File: src/rtl/pe_mem_reader.sv
// Read sequencer for one PE memory: sweeps word addresses 0..DEPTH-1, forwards
// each word with its index, then optionally reads back the whole frame.
module pe_mem_reader #(
  parameter int WIDTH            = 8,
  parameter int DEPTH            = 3,
  parameter int ADDR_WIDTH       = 8,
  parameter int DATA_FRAME_WIDTH = WIDTH * DEPTH
) (
  input  logic                        clk,
  input  logic                        rst_n,
  input  logic                        start_valid,
  output logic                        start_ready,
  input  logic                        start_frame,
  output logic                        addr_valid,
  input  logic                        addr_ready,
  output logic [ADDR_WIDTH-1:0]       addr,
  input  logic                        rdata_valid,
  output logic                        rdata_ready,
  input  logic [WIDTH-1:0]            rdata,
  input  logic                        frame_valid,
  output logic                        frame_ready,
  input  logic [DATA_FRAME_WIDTH-1:0] frame,
  output logic                        word_valid,
  input  logic                        word_ready,
  output logic [WIDTH-1:0]            word,
  output logic [ADDR_WIDTH-1:0]       word_idx,
  output logic                        word_last,
  output logic                        fout_valid,
  input  logic                        fout_ready,
  output logic [DATA_FRAME_WIDTH-1:0] fout,
  output logic                        busy
);

  typedef enum logic [2:0] {
    IDLE,
    ADDR,
    WAIT_D,
    EMIT,
    F_ADDR,
    WAIT_F,
    F_EMIT
  } state_t;

  localparam logic [ADDR_WIDTH-1:0] LAST_IDX   = ADDR_WIDTH'(DEPTH - 1);
  localparam logic [ADDR_WIDTH-1:0] FRAME_ADDR = '1;

  state_t                state;
  logic [ADDR_WIDTH-1:0] idx;
  logic                  frame_flag;

  // Every handshake output is a register set on the transition into the state
  // that owns it, so no ready ever depends combinationally on a valid.
  always_ff @(posedge clk or negedge rst_n) begin
    if (!rst_n) begin
      state       <= IDLE;
      idx         <= '0;
      frame_flag  <= 1'b0;
      start_ready <= 1'b1;
      addr_valid  <= 1'b0;
      addr        <= '0;
      rdata_ready <= 1'b0;
      frame_ready <= 1'b0;
      word_valid  <= 1'b0;
      word        <= '0;
      word_idx    <= '0;
      word_last   <= 1'b0;
      fout_valid  <= 1'b0;
      fout        <= '0;
      busy        <= 1'b0;
    end else begin
      case (state)
        IDLE: begin
          if (start_valid && start_ready) begin
            frame_flag  <= start_frame;
            idx         <= '0;
            start_ready <= 1'b0;
            busy        <= 1'b1;
            addr_valid  <= 1'b1;
            addr        <= '0;
            state       <= ADDR;
          end
        end
        ADDR: begin
          if (addr_ready) begin
            addr_valid  <= 1'b0;
            rdata_ready <= 1'b1;
            state       <= WAIT_D;
          end
        end
        WAIT_D: begin
          if (rdata_valid) begin
            word        <= rdata;
            word_idx    <= idx;
            word_last   <= (idx == LAST_IDX);
            rdata_ready <= 1'b0;
            word_valid  <= 1'b1;
            state       <= EMIT;
          end
        end
        EMIT: begin
          if (word_ready) begin
            word_valid <= 1'b0;
            if (idx < LAST_IDX) begin
              idx        <= idx + 1'b1;
              addr       <= idx + 1'b1;
              addr_valid <= 1'b1;
              state      <= ADDR;
            end else if (frame_flag) begin
              addr       <= FRAME_ADDR;
              addr_valid <= 1'b1;
              state      <= F_ADDR;
            end else begin
              start_ready <= 1'b1;
              busy        <= 1'b0;
              state       <= IDLE;
            end
          end
        end
        F_ADDR: begin
          if (addr_ready) begin
            addr_valid  <= 1'b0;
            frame_ready <= 1'b1;
            state       <= WAIT_F;
          end
        end
        WAIT_F: begin
          if (frame_valid) begin
            fout        <= frame;
            frame_ready <= 1'b0;
            fout_valid  <= 1'b1;
            state       <= F_EMIT;
          end
        end
        F_EMIT: begin
          if (fout_ready) begin
            fout_valid  <= 1'b0;
            start_ready <= 1'b1;
            busy        <= 1'b0;
            state       <= IDLE;
          end
        end
        default: begin
          state       <= IDLE;
          start_ready <= 1'b1;
          addr_valid  <= 1'b0;
          rdata_ready <= 1'b0;
          frame_ready <= 1'b0;
          word_valid  <= 1'b0;
          fout_valid  <= 1'b0;
          busy        <= 1'b0;
        end
      endcase
    end
  end

endmodule

File: config.mk
export PLATFORM = sky130hd
export DESIGN_NAME = pe_mem_reader
export DESIGN_NICKNAME = d
export VERILOG_FILES = /design/src/rtl/pe_mem_reader.sv
export SDC_FILE = /design/constraint.sdc
export NUM_CORES = 1
export LEC_CHECK = 0
export ABC_AREA = 0
export BUFFER_PORTS_ARGS = -buffer_cell sky130_fd_sc_hd__buf_4
export CAP_MARGIN = 20
export CORE_UTILIZATION = 30
export DETAILED_ROUTE_END_ITERATION = 8
export SLEW_MARGIN = 15
export SYNTH_ARGS = -nofsm -noshare
export SYNTH_HDL_FRONTEND = slang
export SYNTH_SLANG_ARGS = --single-unit
File: constraint.sdc
create_clock -name clk -period 5.9 [get_ports clk]
set_input_delay 0.885 -clock clk [delete_from_list [all_inputs] [get_ports clk]]
set_output_delay 0.885 -clock clk [all_outputs]
set_load 0.005 [all_outputs]
==> results.md <==
* Initial standard-cell utilization of the core at 31.12%
* Antenna Violating Nets Remaining at 0
* Final sum of negative setup slack at 0 ps
* Detailed Routing Iterations Pass 1 at 4
* Startpoint type of the worst setup path: register
* Final critical delay including setup and external delays at 2368 ps
* TritonCTS clock tree: done
* Max Buffers Root-to-Sink at 2
* List of most frequent post-synthesis cells: 67 x sky130_fd_sc_hd__dfrtp_1, 42 x sky130_fd_sc_hd__mux2_2, 17 x sky130_fd_sc_hd__o21ai_0
* Number of pins exceeding their max-slew limit in the final report at 0
* Fraction of synthesis flops using an asynchronous set or reset pin at 100.0%
* CORE AREA at 9328 µm²
* Post-route clock skew at 7.330 ps
* Power density of the placed cells at 437.2 nW/µm²
* Share of the yosys chip area belonging to registers at 58.66%
* Max transition margin at 41.99%
* Routed WL at 6499 µm
* Max Cap Violations at 0
* Root Buffer Master: sky130_fd_sc_hd__clkbuf_8
* Endpoint kind of the worst setup timing path: register
* RD Place Congestion at 0.7516
* Final Cycle Share at 40.14%
* Number of antenna violations at the first check in global routing at 0
* Total of warnings raised by yosys at 0
* Worst hold path startpoint: addr[3]
* Crit Reg-Reg Startpoint: state[1]
* Most common cell in the synthesized netlist: sky130_fd_sc_hd__dfrtp_1
* Post-CTS setup buffer count at 0
* HP Class: register to register
* Initial drt markers at 77
* Main area contributors after synthesis: sky130_fd_sc_hd__dfrtp_1 58%, sky130_fd_sc_hd__mux2_2 16%, sky130_fd_sc_hd__o21ai_0 2.9%, sky130_fd_sc_hd__nor2b_1 1.9%, sky130_fd_sc_hd__nand2_1 1.8%
* Number of distinct library cells after synthesis at 41
* Slowest cell on the critical path: sky130_fd_sc_hd__dfrtp_1
* Post-synth top flop: sky130_fd_sc_hd__dfrtp_1
* Sinks on the clock net at 68
* GR Util All Layers at 13.69%
* Post-synth EDFFs at 0
* List of cells traversed by the critical path: nor2_2, a221o_1, nor4_4, mux2_4
* Share of the core filled with cells in the final layout at 42.62%
* Required time at the worst-slack endpoint at 6120 ps
* # hold bufs at CTS at 0
* Kind of critical path: register to register
* Die X-Extent at 100.4 µm
* Number of buffers inserted during clock tree synthesis at 9
* Fraction of final layout cells with drive strength greater than 1 at 50.61%
* Die ar. at 10070 µm²
* Per-cell via count in the routed design at 4.645
* Synthesis-stage register bit count at 68
* Per-cell routed wire length at 14.16 µm
* Setup repair after global routing missed its margin: false
* Cell count of the worst hold path at 1
* Synth area leader: sky130_fd_sc_hd__dfrtp_1
* Area grow syn2layout at 36.94%
* Count of pins on the block boundary at 97
* Leak at 2.022 nW
* Synth Net Count at 271
* Quantity of gates resized following cts at 0
* Inserted Diodes at 0
* Area of the mapped netlist at 2903 µm²
* Height of the chip at 100.4 µm
* Max incr delay on CP at 800 ps
* Clock insertion delay at the later pin of the skew report at 340 ps
* Pin count of the biggest net entering global routing at 69
* Critical-path maximum fanout at 25
* Worst reg2reg endpoint: idx[1]
* Largest delay share family, worst path: flip-flops
* Path depth of the worst reg2reg path at 4
* Floorplan row count at 35
* Clock edge transition at the registers on the reported setup and hold paths at 70 ps
* Synthesized area per cell at 12.73 µm²
* PortBufs at 96
* Remaining global-route overflow at 0
* Number of buffer and inverter instances along the worst setup path at 0
* Post-layout net count at 368
* Finish-stage setup viols at 0
* Share of the synthesized area in the top cell type at 57.76%
* Worst EP arrival at 2590 ps
* Vias post-DR at 2132
* WHS Endpoint: addr[3]
* Wire length of the first global-routing pass at 10560 µm
* Maximum VDD drop at 0.1787 mV
* Vias in the first global route at 2198
* Slew @ Worst Pin at 870.2 ps
* Slack of the worst reg-to-reg path at 3530 ps
* Total count of hold-check failures in the final report at 0
* DP HPWL at 4464 µm
* Drt drc at 0
* Outcome: finished, final reports clean
* Number of instances in the synthesized netlist at 228
* Achievable frequency at 422.2 MHz
* Count of H-tree levels built during CTS at 3
cell type report:
cell class	count	area [µm²]
clock inverter	5	100.1
inverter	6	22.52
multi-input combinational	143	1129
tap	129	161.4
timing repair buffer	97	728.2
clock buffer	11	131.4
fill	892	5353
sequential	68	1703
layout by cell type, fill, tap and decap left out, drive strengths merged, types with 2 or more instances in the layout:
cell type  instances
nand3              5
nor2b              9
nor3               2
nand4b             2
a211oi             3
o21ai             18
clkinv             2
nor4               2
a31oi              4
a21oi              8
buf               97
clkbuf            11
mux2              43
and2               2
nor2               8
bufinv             3
nand2b             2
inv                6
nand2             14
a21o               7
dfrtp             67
nor3b              2
ha                 2
where the power goes:
| group | switching, mW | total [mW] | internal (mW) |
|---|---|---|---|
| sequential | 0.120 | 0.724 | 0.604 |
| combinational | 0.235 | 0.561 | 0.326 |
| clock | 0.173 | 0.453 | 0.280 |
| total | 0.528 | 1.74 | 1.21 |
sequential cells by signal (all words and copies together), names as in the netlist, 3 cells and up:
register and count:
addr 8, word 8, fout 24, idx 8
word_idx 8, state 3
through the flow:
step | area, µm² | hold WS, ps | setup WS [ps] | power [mW] | instances
finish | 3975 | 491.6 | 3532 | 1.738 | 459
global placement | 3744 | 474.1 | 3398 | 1.283 | 443
CTS | 3975 | 493.2 | 3511 | 1.767 | 459
floorplan | 2903 | 472.2 | 3718 | 1.017 | 228
detailed placement | 3744 | 474.6 | 3371 | 1.302 | 443
global route | 3975 | 504.6 | 3401 | 1.859 | 459
worst max path at each step:
stage / from / end / slack [ps] / depth (start not counted)
floorplan: start_valid / idx[1] / 3720 / 4
global placement: rdata_valid / word[3] / 3400 / 4
detailed placement: rdata_valid / word[5] / 3370 / 4
CTS: state[1] / idx[1] / 3510 / 4
global route: state[1] / idx[1] / 3400 / 4
finish: state[1] / idx[1] / 3530 / 4
metal layers:
metal  wire (µm)  share of wire, %  vias to the layer above  track usage [%]
met5           0                 0                        -                0
met4          57              0.88                        0            4.348
met3         445               6.8                        8            5.432
met2        3242                50                       66            22.23
met1        2753                42                     1066            16.69
li1            -                 -                      992                -
cell families after synthesis:
logic type | after synthesis | share of synthesized area [%]
XOR/XNOR | 1 | 0.3018
AND/OR/NAND/NOR | 51 | 10.43
multiplexers | 44 | 17.15
flip-flops | 68 | 58.66
buffers and inverters | 17 | 2.457
AO/OA/AOI/OAI | 45 | 10.13
adder cells (fa/ha/maj) | 2 | 0.8619
Note: power is estimated with default switching activity, not from simulation.
